**config.mk**
```make
export PLATFORM = sky130hd
export DESIGN_NAME = multi_priority_encoder
export DESIGN_NICKNAME = d
export VERILOG_FILES = /design/src/rtl/multi_priority_encoder.sv
export SDC_FILE = /design/constraint.sdc
export NUM_CORES = 1
export LEC_CHECK = 0
export ABC_AREA = 0
export BUFFER_PORTS_ARGS = -buffer_cell sky130_fd_sc_hd__buf_2
export CORE_AREA = 10 10 47 49
export CTS_BUF_LIST = sky130_fd_sc_hd__clkbuf_4
export CTS_CLUSTER_DIAMETER = 30
export CTS_CLUSTER_SIZE = 40
export DETAILED_ROUTE_END_ITERATION = 10
export DIE_AREA = 0 0 57 59
export PLACE_DENSITY = 0.66
export REMOVE_ABC_BUFFERS = 1
export SLEW_MARGIN = 15
export SYNTH_ARGS = -nofsm -noshare
export SYNTH_HDL_FRONTEND = slang
export SYNTH_SLANG_ARGS = --single-unit
```
**constraint.sdc**
```tcl
create_clock -name clk -period 2.9 [get_ports clk]
set_clock_uncertainty 0.1 [all_clocks]
set_input_delay 0.58 -clock clk [delete_from_list [all_inputs] [get_ports clk]]
set_output_delay 0.58 -clock clk [all_outputs]
set_load 0.01 [all_outputs]
```
**src/rtl/multi_priority_encoder.sv**
```systemverilog
// Serialising priority encoder: captures a request vector and emits the index of
// every set bit, one beat per handshake, in MSB-first or LSB-first order.
module multi_priority_encoder #(
    parameter int WIDTH     = 8,
    parameter bit MSB_FIRST = 1'b1,
    localparam int IDX_W    = $clog2(WIDTH)
) (
    input  logic             clk,
    input  logic             rst,
    input  logic             in_valid,
    input  logic [WIDTH-1:0] in,
    output logic             in_ready,
    output logic             out_valid,
    input  logic             out_ready,
    output logic [IDX_W-1:0] out,
    output logic             out_last,
    output logic             out_none,
    output logic             busy
);

    typedef enum logic {IDLE = 1'b0, EMIT = 1'b1} state_t;

    state_t           state_q;
    logic [WIDTH-1:0] p_q;

    logic [IDX_W-1:0] pick;
    logic [WIDTH-1:0] clr_mask;
    logic             emit;
    logic             p_zero;
    logic             p_single;
    logic             last_beat;

    // Later matches overwrite earlier ones, so the scan direction sets the priority.
    function automatic logic [IDX_W-1:0] pick_index(input logic [WIDTH-1:0] v);
        logic [IDX_W-1:0] idx;
        idx = '0;
        if (MSB_FIRST) begin
            for (int i = 0; i < WIDTH; i++)
                if (v[i]) idx = IDX_W'(i);
        end else begin
            for (int i = WIDTH - 1; i >= 0; i--)
                if (v[i]) idx = IDX_W'(i);
        end
        return idx;
    endfunction

    always_comb begin
        emit      = (state_q == EMIT);
        pick      = pick_index(p_q);
        clr_mask  = WIDTH'(1) << pick;
        p_zero    = (p_q == '0);
        p_single  = !p_zero && ((p_q & (p_q - WIDTH'(1))) == '0);
        last_beat = p_single || p_zero;

        in_ready  = !emit;
        busy      = emit;
        out_valid = emit;
        out       = emit ? pick : '0;
        out_last  = emit && last_beat;
        out_none  = emit && p_zero;
    end

    always_ff @(posedge clk) begin
        if (rst) begin
            state_q <= IDLE;
            p_q     <= '0;
        end else begin
            case (state_q)
                IDLE: begin
                    if (in_valid) begin
                        p_q     <= in;
                        state_q <= EMIT;
                    end
                end
                EMIT: begin
                    if (out_ready) begin
                        if (last_beat) begin
                            p_q     <= '0;
                            state_q <= IDLE;
                        end else begin
                            p_q <= p_q & ~clr_mask;
                        end
                    end
                end
                default: begin
                    p_q     <= '0;
                    state_q <= IDLE;
                end
            endcase
        end
    end

endmodule

```
==> results by group <==
STA
  – Final setup margin: 590.1 ps
  – Max Slew Vio Count: 0
  – Setup TNS: 0 ps
  – RSZ-0062 raised after global routing: no
  – Tmin final: 2310 ps
  – Final worst hold slack: 442.2 ps
  – Slew HR: 0.5588
  – Fin. Hold Viols: 0
  – # setup viols final: 0
  – Final period util: 0.7965
  – F_max: 432.9 MHz
  – Measured slew at the worst slew-check pin: ~660 ps

Clock tree
  – Post-CTS sizing: 0
  – Root buffer cell: clkbuf_4
  – H-tree Lvls: 1
  – Clock sinks: 9
  – Hold buffers post-CTS: 0
  – CTS Buffer Depth: 2
  – Clk slew on worst S/H paths: 70 ps
  – Worst skew pair latency: 270 ps
  – Total CTS buffers: 3
  – Setup Buffers After CTS: 0
  – TritonCTS clock tree: yes

Pwr
  – Max VDD drop: approximately 0.24 mV
  – Cell Pwr Density: 491.7 mW/mm2
  – P_leak: roughly 0.29 nW

Drt
  – Drt first pass iters: 4
  – M1 WL: about 690 um
  – DR top layer: met3
  – DRC: 0
  – Via-to-Cell Ratio: 5.455
  – Wirelength, routed: 1.585 mm
  – First DRT Iteration DRCs: 21
  – Detail Route met3 WL: 102 um
  – Met2 wire len: 789 um
  – WL/cell: 14.15 um
  – Vias: 611
  – Routed Antenna Nets: 0

Global route
  – Initial antenna violation count: 0
  – Vias in the first global route: 585
  – Global-route wire length before repair: roughly 2.6 mm
  – Gr ovfl total: 0
  – Largest net degree at the start of global routing: 11
  – GRT Overall Usage: 0.09367

Place
  – GP Congestion: 0.8126
  – I/O Buffers: 19
  – Final HPWL DP: 1.200 mm
  – Dpl ws: slightly below 900 ps

Yosys
  – Area share of the largest cell type after synthesis: 0.3214
  – Sequential share of the synthesized area: 0.3214
  – Post-synth top cells: a21oi_1, dfxtp_1, nand2_1
  – Post-Synthesis Cells: 77
  – Distinct cells, synth: 29
  – Synth area leader: dfxtp_1
  – Mapped Area: 560.5 um2
  – Number of synthesized flops with an enable pin: 0
  – Largest cells by area after synthesis: dfxtp_1, a21oi_1, nand2_1
  – Post-synth top flop: dfxtp_1
  – Asr flop ratio synth: 0
  – Seq cells post-synth: 9
  – Ys Warns: 0
  – Syn avg cell area: 7.280 um2
  – Top-count cell post-synth: a21oi_1

Floorplan
  – Io pins: 20
  – Die Width: ~57 um
  – Die Y: ~60 um
  – Rows: 14
  – Initial Utilization: 0.4000
  – Die area: about 0.0034 mm2
  – Core footprint: approximately 0.0014 mm2

Finish
  – Area Overhead vs Synth: 21.65%
  – Antenna diodes: 0
  – Layout cells sized above 1: 0.2917
  – Layout net count: 109

Setup path
  – Critical path peak fanout: 7
  – Startpoint Class: flop
  – Worst path required time: 2220 ps
  – Critical Path Sink Type: output port
  – Setup CP Type: reg -> out
  – Worst R2R Setup Slack: around 1300 ps
  – Crit path DAT: 1630 ps

Min path
  – Worst min path class: in -> reg

Outcome
  – Status: complete, no violations

Run
  – Max Cap Viol: 0
worst max-delay path, cell delays in order (launching register included):
cell and delay, ps:
dfxtp_1 390, nor4_4 380, nand2_2 100, a31oi_1 220, and2_1 150, buf_2 120
logic make-up (layout without fill, tap and decap cells):
| kind of cell | after synthesis | in the layout | share of synthesized area |
|---|---|---|---|
| compound gates | 32 | 32 | 0.3304 |
| buf+inv | 7 | 26 | 0.05803 |
| flops | 9 | 9 | 0.3214 |
| mux | 1 | 1 | 0.01786 |
| simple gates | 28 | 28 | 0.2723 |
state kept, by name, indices dropped and copies added, names as in the netlist:
| register | flops |
|---|---|
| p_q | 8 |
| busy | 1 |
metrics by stage:
stage	total power, mW	util	instances	area (um2)
after floorplan	0.2030	-	73	539.3
after global placement	0.2363	0.4670	108	654.4
after detailed placement	0.2369	0.4670	108	654.4
after CTS	0.3380	0.4866	112	681.9
after global routing	0.3595	0.4866	112	681.9
final	0.3353	0.4866	112	681.9
per-layer routing:
| layer | global-route usage | up-vias |
|---|---|---|
| li1 | - | 315 |
| met1 | 0.1091 | 279 |
| met2 | 0.1504 | 17 |
| met3 | 0.04721 | 0 |
| met4 | 0.02013 | 0 |
| met5 | 0 | - |
path summary, 6_finish.rpt:
kind,start,to,depth (start not counted)
setup / recovery,p_q[7],out_last,5
setup reg to reg,busy,p_q[3],3
hold / removal,in[1],p_q[1],3
hold reg to reg,p_q[0],p_q[0],2
power breakdown:
group          switching [mW]  internal [mW]
clock network          0.0496         0.0510
logic                  0.0502         0.0379
registers              0.0148          0.132
area by class of cell:
cell class / instances / area (um2)
Inverter: 3 / 11.26
Clock buffer: 3 / 22.52
Timing Repair Buffer: 19 / 95.09
Sequential cell: 9 / 180.2
Clock inverter: 1 / 5.005
Multi-Input combinational cell: 61 / 347.8
Tap cell: 16 / 20.02
Fill cell: 152 / 719.4
layout by cell type, fill, tap and decap left out, types with 3 or more instances in the layout:
master and count:
o21ai_0 5, clkbuf_4 3, nor2_1 5, a21oi_1 13
dfxtp_1 9, a22oi_1 3, o21ai_1 4, buf_2 19
nand2_1 9
No activity file was read; power rests on OpenSTA's default activity.
